===== config.mk =====
export PLATFORM = sky130hd
export DESIGN_NAME = param_register_file_flat
export DESIGN_NICKNAME = d
export VERILOG_FILES = /design/src/rtl/param_register_file_if.sv /design/src/rtl/param_register_file.sv /design/src/flat_wrapper.sv
export SDC_FILE = /design/constraint.sdc
export NUM_CORES = 1
export LEC_CHECK = 0
export ABC_CLOCK_PERIOD_IN_PS = 13200
export CAP_MARGIN = 20
export CELL_PAD_IN_SITES_DETAIL_PLACEMENT = 1
export CELL_PAD_IN_SITES_GLOBAL_PLACEMENT = 2
export CORE_MARGIN = 8
export CORE_UTILIZATION = 40
export DETAILED_ROUTE_END_ITERATION = 6
export PLACE_DENSITY = 0.86
export SYNTH_ARGS = -nofsm -noshare
export SYNTH_HDL_FRONTEND = slang
export SYNTH_SLANG_ARGS = --single-unit

===== constraint.sdc =====
create_clock -name Clock -period 13.2 [get_ports Clock]
set_input_delay 1.32 -clock Clock [delete_from_list [all_inputs] [get_ports Clock]]
set_output_delay 1.32 -clock Clock [all_outputs]
set_load 0.1 [all_outputs]

===== src/rtl/param_register_file_if.sv =====
// rtl/param_register_file_if.sv - write/read bus between the datapath and param_register_file
interface param_register_file_if #(
    parameter int DATA_W   = 16,
    parameter int NUM_REGS = 8
);
    localparam int SEL_W = $clog2(NUM_REGS);

    logic [DATA_W-1:0]   I;
    logic [2:0]          FunSel;
    logic [NUM_REGS-1:0] RegEn;
    logic [SEL_W-1:0]    OutASel;
    logic [SEL_W-1:0]    OutBSel;
    logic [DATA_W-1:0]   OutA;
    logic [DATA_W-1:0]   OutB;
    logic                Wrap;

    modport master (
        output I, FunSel, RegEn, OutASel, OutBSel,
        input  OutA, OutB, Wrap
    );

    modport slave (
        input  I, FunSel, RegEn, OutASel, OutBSel,
        output OutA, OutB, Wrap
    );
endinterface


===== src/rtl/param_register_file.sv =====
// rtl/param_register_file.sv - NUM_REGS x DATA_W register file, shared function-select write, two read ports
// Optional feature macro RF_BYPASS_EN: write-first capture for registered read ports (READ_LAT=1).
module param_register_file #(
    parameter int DATA_W   = 16,
    parameter int NUM_REGS = 8,
    parameter int READ_LAT = 0
) (
    input  logic                 Clock,
    input  logic                 Reset,
    param_register_file_if.slave bus
);
    localparam int SEL_W = $clog2(NUM_REGS);
    localparam int HALF  = (DATA_W >= 16) ? 8 : DATA_W / 2;
    localparam logic [DATA_W-1:0] LO_MASK = DATA_W'((64'd1 << HALF) - 64'd1);
    localparam logic [DATA_W-1:0] HI_MASK = LO_MASK << HALF;
    localparam logic [DATA_W-1:0] ONE     = DATA_W'(1);

`ifdef RF_BYPASS_EN
    localparam bit USE_NEXT = (READ_LAT == 1);
`else
    localparam bit USE_NEXT = 1'b0;
`endif

    logic [DATA_W-1:0] regs_q [NUM_REGS];
    logic [DATA_W-1:0] regs_d [NUM_REGS];
    logic              wrap_q;
    logic              wrap_d;
    logic [DATA_W-1:0] rd_a;
    logic [DATA_W-1:0] rd_b;

    always_comb begin
        wrap_d = 1'b0;
        for (int r = 0; r < NUM_REGS; r++) begin
            regs_d[r] = regs_q[r];
            if (bus.RegEn[r]) begin
                case (bus.FunSel)
                    3'b000: begin
                        regs_d[r] = regs_q[r] - ONE;
                        if (regs_q[r] == '0) wrap_d = 1'b1;
                    end
                    3'b001: begin
                        regs_d[r] = regs_q[r] + ONE;
                        if (regs_q[r] == '1) wrap_d = 1'b1;
                    end
                    3'b010: regs_d[r] = bus.I;
                    3'b011: regs_d[r] = '0;
                    3'b100: regs_d[r] = (regs_q[r] & ~LO_MASK) | (bus.I & LO_MASK);
                    3'b101: regs_d[r] = (regs_q[r] & ~HI_MASK) | ((bus.I & LO_MASK) << HALF);
                    default: regs_d[r] = regs_q[r];
                endcase
            end
        end
    end

    always_ff @(posedge Clock) begin
        if (Reset) begin
            for (int r = 0; r < NUM_REGS; r++) regs_q[r] <= '0;
            wrap_q <= 1'b0;
        end else begin
            for (int r = 0; r < NUM_REGS; r++) regs_q[r] <= regs_d[r];
            wrap_q <= wrap_d;
        end
    end

    // Unmatched selects (depth not a power of two) fall through to zero.
    always_comb begin
        rd_a = '0;
        rd_b = '0;
        for (int r = 0; r < NUM_REGS; r++) begin
            if (bus.OutASel == SEL_W'(r)) rd_a = USE_NEXT ? regs_d[r] : regs_q[r];
            if (bus.OutBSel == SEL_W'(r)) rd_b = USE_NEXT ? regs_d[r] : regs_q[r];
        end
    end

    generate
        if (READ_LAT == 1) begin : g_reg_read
            logic [DATA_W-1:0] out_a_q;
            logic [DATA_W-1:0] out_b_q;

            always_ff @(posedge Clock) begin
                if (Reset) begin
                    out_a_q <= '0;
                    out_b_q <= '0;
                end else begin
                    out_a_q <= rd_a;
                    out_b_q <= rd_b;
                end
            end

            assign bus.OutA = out_a_q;
            assign bus.OutB = out_b_q;
        end else begin : g_comb_read
            assign bus.OutA = rd_a;
            assign bus.OutB = rd_b;
        end
    endgenerate

    assign bus.Wrap = wrap_q;
endmodule


===== src/flat_wrapper.sv =====
// flat-port wrapper written by rule: the top's interface ports become plain ports
module param_register_file_flat 
#(
    parameter int DATA_W   = 16,
    parameter int NUM_REGS = 8,
    parameter int READ_LAT = 0
)
  (Clock, Reset, bus_I, bus_FunSel, bus_RegEn, bus_OutASel, bus_OutBSel, bus_OutA, bus_OutB, bus_Wrap);
  param_register_file_if #(.DATA_W(DATA_W), .NUM_REGS(NUM_REGS)) bus_i ();
  input  logic Clock;
  input  logic Reset;
  input wire logic [$bits(bus_i.I)-1:0] bus_I;
  input wire logic [$bits(bus_i.FunSel)-1:0] bus_FunSel;
  input wire logic [$bits(bus_i.RegEn)-1:0] bus_RegEn;
  input wire logic [$bits(bus_i.OutASel)-1:0] bus_OutASel;
  input wire logic [$bits(bus_i.OutBSel)-1:0] bus_OutBSel;
  output wire logic [$bits(bus_i.OutA)-1:0] bus_OutA;
  output wire logic [$bits(bus_i.OutB)-1:0] bus_OutB;
  output wire logic [$bits(bus_i.Wrap)-1:0] bus_Wrap;
  assign bus_i.I = bus_I;
  assign bus_i.FunSel = bus_FunSel;
  assign bus_i.RegEn = bus_RegEn;
  assign bus_i.OutASel = bus_OutASel;
  assign bus_i.OutBSel = bus_OutBSel;
  assign bus_OutA = bus_i.OutA;
  assign bus_OutB = bus_i.OutB;
  assign bus_Wrap = bus_i.Wrap;
  param_register_file #(.DATA_W(DATA_W), .NUM_REGS(NUM_REGS), .READ_LAT(READ_LAT)) u_core (.Clock(Clock), .Reset(Reset), .bus(bus_i));
endmodule

# Word-level counts from Yosys, hierarchy flattened
# Memories as Yosys holds them, arrays and structs flattened.
# Cells that the tools add are included.
[word_totals] register_bits=1 ramBits=128 input_bits=35 elab_cells=155 mem_count=1
[op_classes] add_sub_neg=16 eq_ne=27 mux=75 n_bitwise=24 n_reduce_logical=11
[mem_list] name="u_core.regs_q" words=8 word_bits=16 rd=8 rd_clocked_by_memory_dff=0 wr=8 line_no="param_register_file.sv:24" rtl="logic [DATA_W-1:0] regs_q [NUM_REGS];"
[op_table] operator="16-bit case mux with 6 select lines" count=8
[op_table] operator="16-bit 2-to-1 mux" count=32
[op_table] operator="16-bit by 1-bit adder with 16-bit output, second input constant" count=8
[op_table] operator="16-bit == test, second input constant" count=8
[op_table] operator="16-bit logical NOT" count=8
[op_table] operator="16-bit by 8-bit bitwise OR with 16-bit output" count=8
[op_table] operator="8-bit by 16-bit bitwise OR with 16-bit output" count=8
[op_table] operator="16-bit by 1-bit subtractor with 16-bit output, second input constant" count=8
[op_table] operator="3-bit == test, second input constant" count=10
[op_table] operator="1-bit 2-to-1 mux" count=27
[op_table] operator="3-bit by 2-bit == test with 1-bit output, second input constant" count=6
[op_table] operator="1-bit case mux with 2 select lines" count=8
[op_table] operator="3-bit by 1-bit == test with 1-bit output, second input constant" count=3
[op_table] operator="3-bit logical NOT" count=3
[op_table] operator="1-bit bitwise OR" count=8

# Longest topological paths before layout
[depth] word_depth=25 depth_mapped=15

# Worst setup path before layout
# No wires, ideal clock.
[synth_path] path_type="input to register" from="input port bus_FunSel[2]" to="memory u_core.regs_q[7][15] (netlist: u_core.regs_q[3][31])" setup_ns=0.103 t_arrival_ns=5.405 required_ns=13.097 setup_slack_ns=7.691 stages=15 path_cell_list="buf_2 -> nor2_1 -> and2_1 -> clkbuf_1 -> inv_1 -> buf_2 -> ha_1 -> and3_1 -> a221o_1 -> o21a_2 -> o41ai_4 -> o21ai_2 -> a21oi_4 -> a2111oi_2 -> a2111oi_2"
[synth_lines] item="start: declaration" line_no="flat_wrapper.sv:13" rtl="input wire logic [$bits(bus_i.FunSel)-1:0] bus_FunSel;"
[synth_lines] item="end: declaration" line_no="param_register_file.sv:24"

==> metrics.md <==
| Metric | Value |
|---|---|
| Top cells by area, synth | `dfxtp_1, ha_1, o21ai_0` |
| IO Port Bufs | `67` |
| Skew final | `14.8 ps` |
| DR vias | `14,400` |
| Synth Area in Simple Gates | `20.2%` |
| Largest delay share family, worst path | `buffers and inverters` |
| Warnings, synthesis | `0` |
| Synth Area in XOR/XNOR | `6.80%` |
| Peak supply drop | `0.104 mV` |
| Final #Nets | `1,880` |
| Die Height | `196 um` |
| Worst slew pin tran | `1060 ps` |
| Crit path max-delay cell type | `clkdlybuf4s50_1` |
| Total negative slack | `0 ps` |
| Initial antenna violation count | `7` |
| DRT Pass-1 Iters | `6` |
| Post-synthesis compound-gate area fraction | `31.3%` |
| Crit path kind | `in2reg` |
| Slew HR | `29.3%` |
| Dominant cell type by area after synthesis | `dfxtp_1` |
| Clock Tree Root | `clkbuf_16` |
| Post-synthesis net count | `1,866` |
| Max stage delay on crit path | `820 ps` |
| Core Area | `32,300 um^2` |
| Max FO, Critical Path | `68` |
| Clock power share | `26.3%` |
| # IOs | `68` |
| Largest net degree at the start of global routing | `73` |
| Global Route Usage Sum | `30.8%` |
| Final ANT Viol Nets | `0` |
| Setup bufs post-CTS | `0` |
| Total power | `0.00215 W` |
| Routed WL per cell | `27.3 um` |
| Mux cell area share after synthesis | `6.25%` |
| DRC Markers | `0` |
| DP HPWL | `42,600 um` |
| Status | `finished, final reports clean` |
| Worst Path Required | `13,520 ps` |
| Net Sw Frac | `44.3%` |
| Fin. max-slew vios | `0` |
| Synth top area share | `19.9%` |
| PD cells | `146 nW/um^2` |
| Startpoint Class | `input port` |
| Internal power | `0.00120 W` |
| Resize count post-CTS | `0` |
| DRT Wirelength | `59,600 um` |
| Final setup margin | `between 7000 and 8000 ps` |
| # placed instances | `about 2,100` |
| Syn Area/Cell | `7.60 um^2` |
| #FFs+latches synth | `129` |
| Synth Cell Area | `13,000 um^2` |
| Max-cap violations | `0` |
| Total die area | `38,500 um^2` |
| Fill cells | `3,932` |
| Sequential area share after synthesis | `approximately a fifth` |
| Clk_lat worst skew | `around 480 ps` |
| Library cells used by synthesis | `68` |
| Clock Tree Buf Depth | `2` |
| Highest-count cells in the layout ignoring fill and taps | `nand2_1, nor2_1, o21ai_0` |
| Final Instance Count excl. Fillers | `2,181` |
| Maximum level of the CTS H-tree | `4` |
| RSZ-0062 raised after global routing | `false` |
| Leakage power | `5.83 nW` |
| EDFF count, synth | `0` |
| FMAX | `0.163 GHz` |
| Vias per Instance | `6.58` |
| Sequential share of power | `between 20% and 30%` |
| Share of cells above drive strength 1 | `roughly 5.6%` |
| Gp weighted congestion | `0.986` |
| Tcrit/Tclk final | `46.3%` |
| Largest family of logic cells by synthesized area | `compound AO/OA/AOI/OAI gates` |
| Post-synth ARST share | `0%` |
| Crit path cell chain | `clkdlybuf4s50_1 > nor2_1 > and2_1 > buf_4 > inv_4 > buf_4 > ha_1 > a211oi_1 > o21ai_1 > a2111oi_1 > o31ai_1 > a21oi_1 > xnor2_1 > mux2i_1 > o22ai_1` |
| Most frequent CP cell | `buf_4` |
| Final Hold Viols | `0` |
| Global-route wire length before repair | `a little over 90,000 um` |
| Clk pin slew, worst setup/hold paths | `60 ps` |
| # clock sinks | `129` |
| Sw Pwr | `around 0.00095 W` |
| Post-Synth Adder-Cell Area | `12.0%` |
| Crit path time final | `6120 ps` |
| Commonest non-fill, non-tap cell in the layout | `nand2_1` |
| Final setup fails | `0` |
| Starting DRT DRC Count | `approximately 1,100` |
| Combinational Power Share | `47.8%` |
| Worst path arrival time | `roughly 6400 ps` |
| Synth-to-layout area growth | `13.1%` |
| Gr ovfl total | `0` |
| CTS buffer count | `17` |
| Initial Util | `40.3%` |
| CTS tree | `yes` |
| Hold Path Class | `reg2reg` |
| Die width | `196 um` |
| CTS Hold Bufs | `0` |
| Place WS | `6710 ps` |
| Synth Instances | `1,711` |
| WHS | `572 ps` |
| Number of global-route vias before repair | `14,400` |
| Synth Flop Type | `dfxtp_1` |
| Std-Cell Rows | `66` |
| Critical Path Sink Type | `flip-flop` |
| CP Buf/Inv Count | `4` |
[cell families (layout without fill, tap and decap cells)]
| kind of cell | Yosys count | after routing |
|---|---|---|
| adders and majority gates | 120 | 120 |
| DFF | 129 | 129 |
| xor gates and xnor gates | 101 | 101 |
| buffers and inverters | 120 | 147 |
| muxes | 58 | 58 |
| AOI/OAI and AO/OA | 622 | 622 |
| and+or+nand+nor | 561 | 561 |
| other | 0 | 1 |
[flip-flops by register name, summed over array words and instances, names as in the netlist]
register / count
u_core.bus.Wrap: 1
u_core.regs_q: 128
[metrics by stage]
stage	util, %	area (um^2)
floorplan	-	13000
global placement	43.4	14000
detailed placement	43.5	14000
CTS	45.5	14700
global route	45.5	14700
finish	45.5	14700
[cell type report]
cell class	count	area, um^2	share of cell area [%]
inverters	31	119	0.808
flip-flops and latches	129	2580	17.6
repair buffers	84	790	5.37
clock buffers	20	467	3.17
multi-input cells	1462	9990	67.9
well taps	442	553	3.76
diodes	1	2.50	0.0170
clock inverters	12	204	1.39
[power groups by stage]
| stage | clock, W | combinational, W | sequential (W) |
|---|---|---|---|
| 6_report | 0.000565 | 0.00103 | 0.000556 |
| 2_1_floorplan | 0 | 0.000782 | 0.000498 |
| 3_5_place_dp | 0 | 0.00101 | 0.000558 |
| 4_1_cts | 0.000567 | 0.00102 | 0.000549 |
| 3_3_place_gp | 0 | 0.000979 | 0.000557 |
| 5_1_grt | 0.000585 | 0.00112 | 0.000559 |
[synth_stat cells, types with 27 or more instances]
cell type and count:
a21o_1 46, a21oi_1 135, a22oi_1 73, clkbuf_1 70, dfxtp_1 129, ha_1 112
inv_1 31, mux2i_1 34, nand2_1 184, nand4_1 45, nor2_1 164, nor3_1 27
nor4_1 38, o211ai_1 28, o21ai_0 163, xnor2_1 54, xor2_1 47
[path summary, 6_finish.rpt]
| check | from | to | slack, ps | depth (start not counted) |
|---|---|---|---|---|
| setup / recovery | bus_FunSel[2] | u_core.regs_q[3][15] | 7080 | 15 |
| hold / removal | u_core.regs_q[3][27] | u_core.regs_q[3][27] | 570 | 2 |
| setup reg to reg | u_core.regs_q[0][16] | u_core.regs_q[0][30] | 10290 | 9 |
| hold reg to reg | u_core.regs_q[3][27] | u_core.regs_q[3][27] | 570 | 2 |
[layer usage]
layer | vias to the layer above | share of wire [%] | routed length (um) | GRT usage (%)
li1 | 6488 | - | - | -
met1 | 7166 | 44 | 26100 | 40.6
met2 | 568 | 45 | 27100 | 48.7
met3 | 137 | 7.1 | 4260 | 5.80
met4 | 0 | 3.7 | 2200 | 13.0
met5 | - | 0 | 0 | 0
[tightest hold or removal path, stage by stage (launching register included)]
cell and delay [ps]:
dfxtp_1 380, nand2_1 90, a21oi_1 60
(Power assumes the default switching activity.)
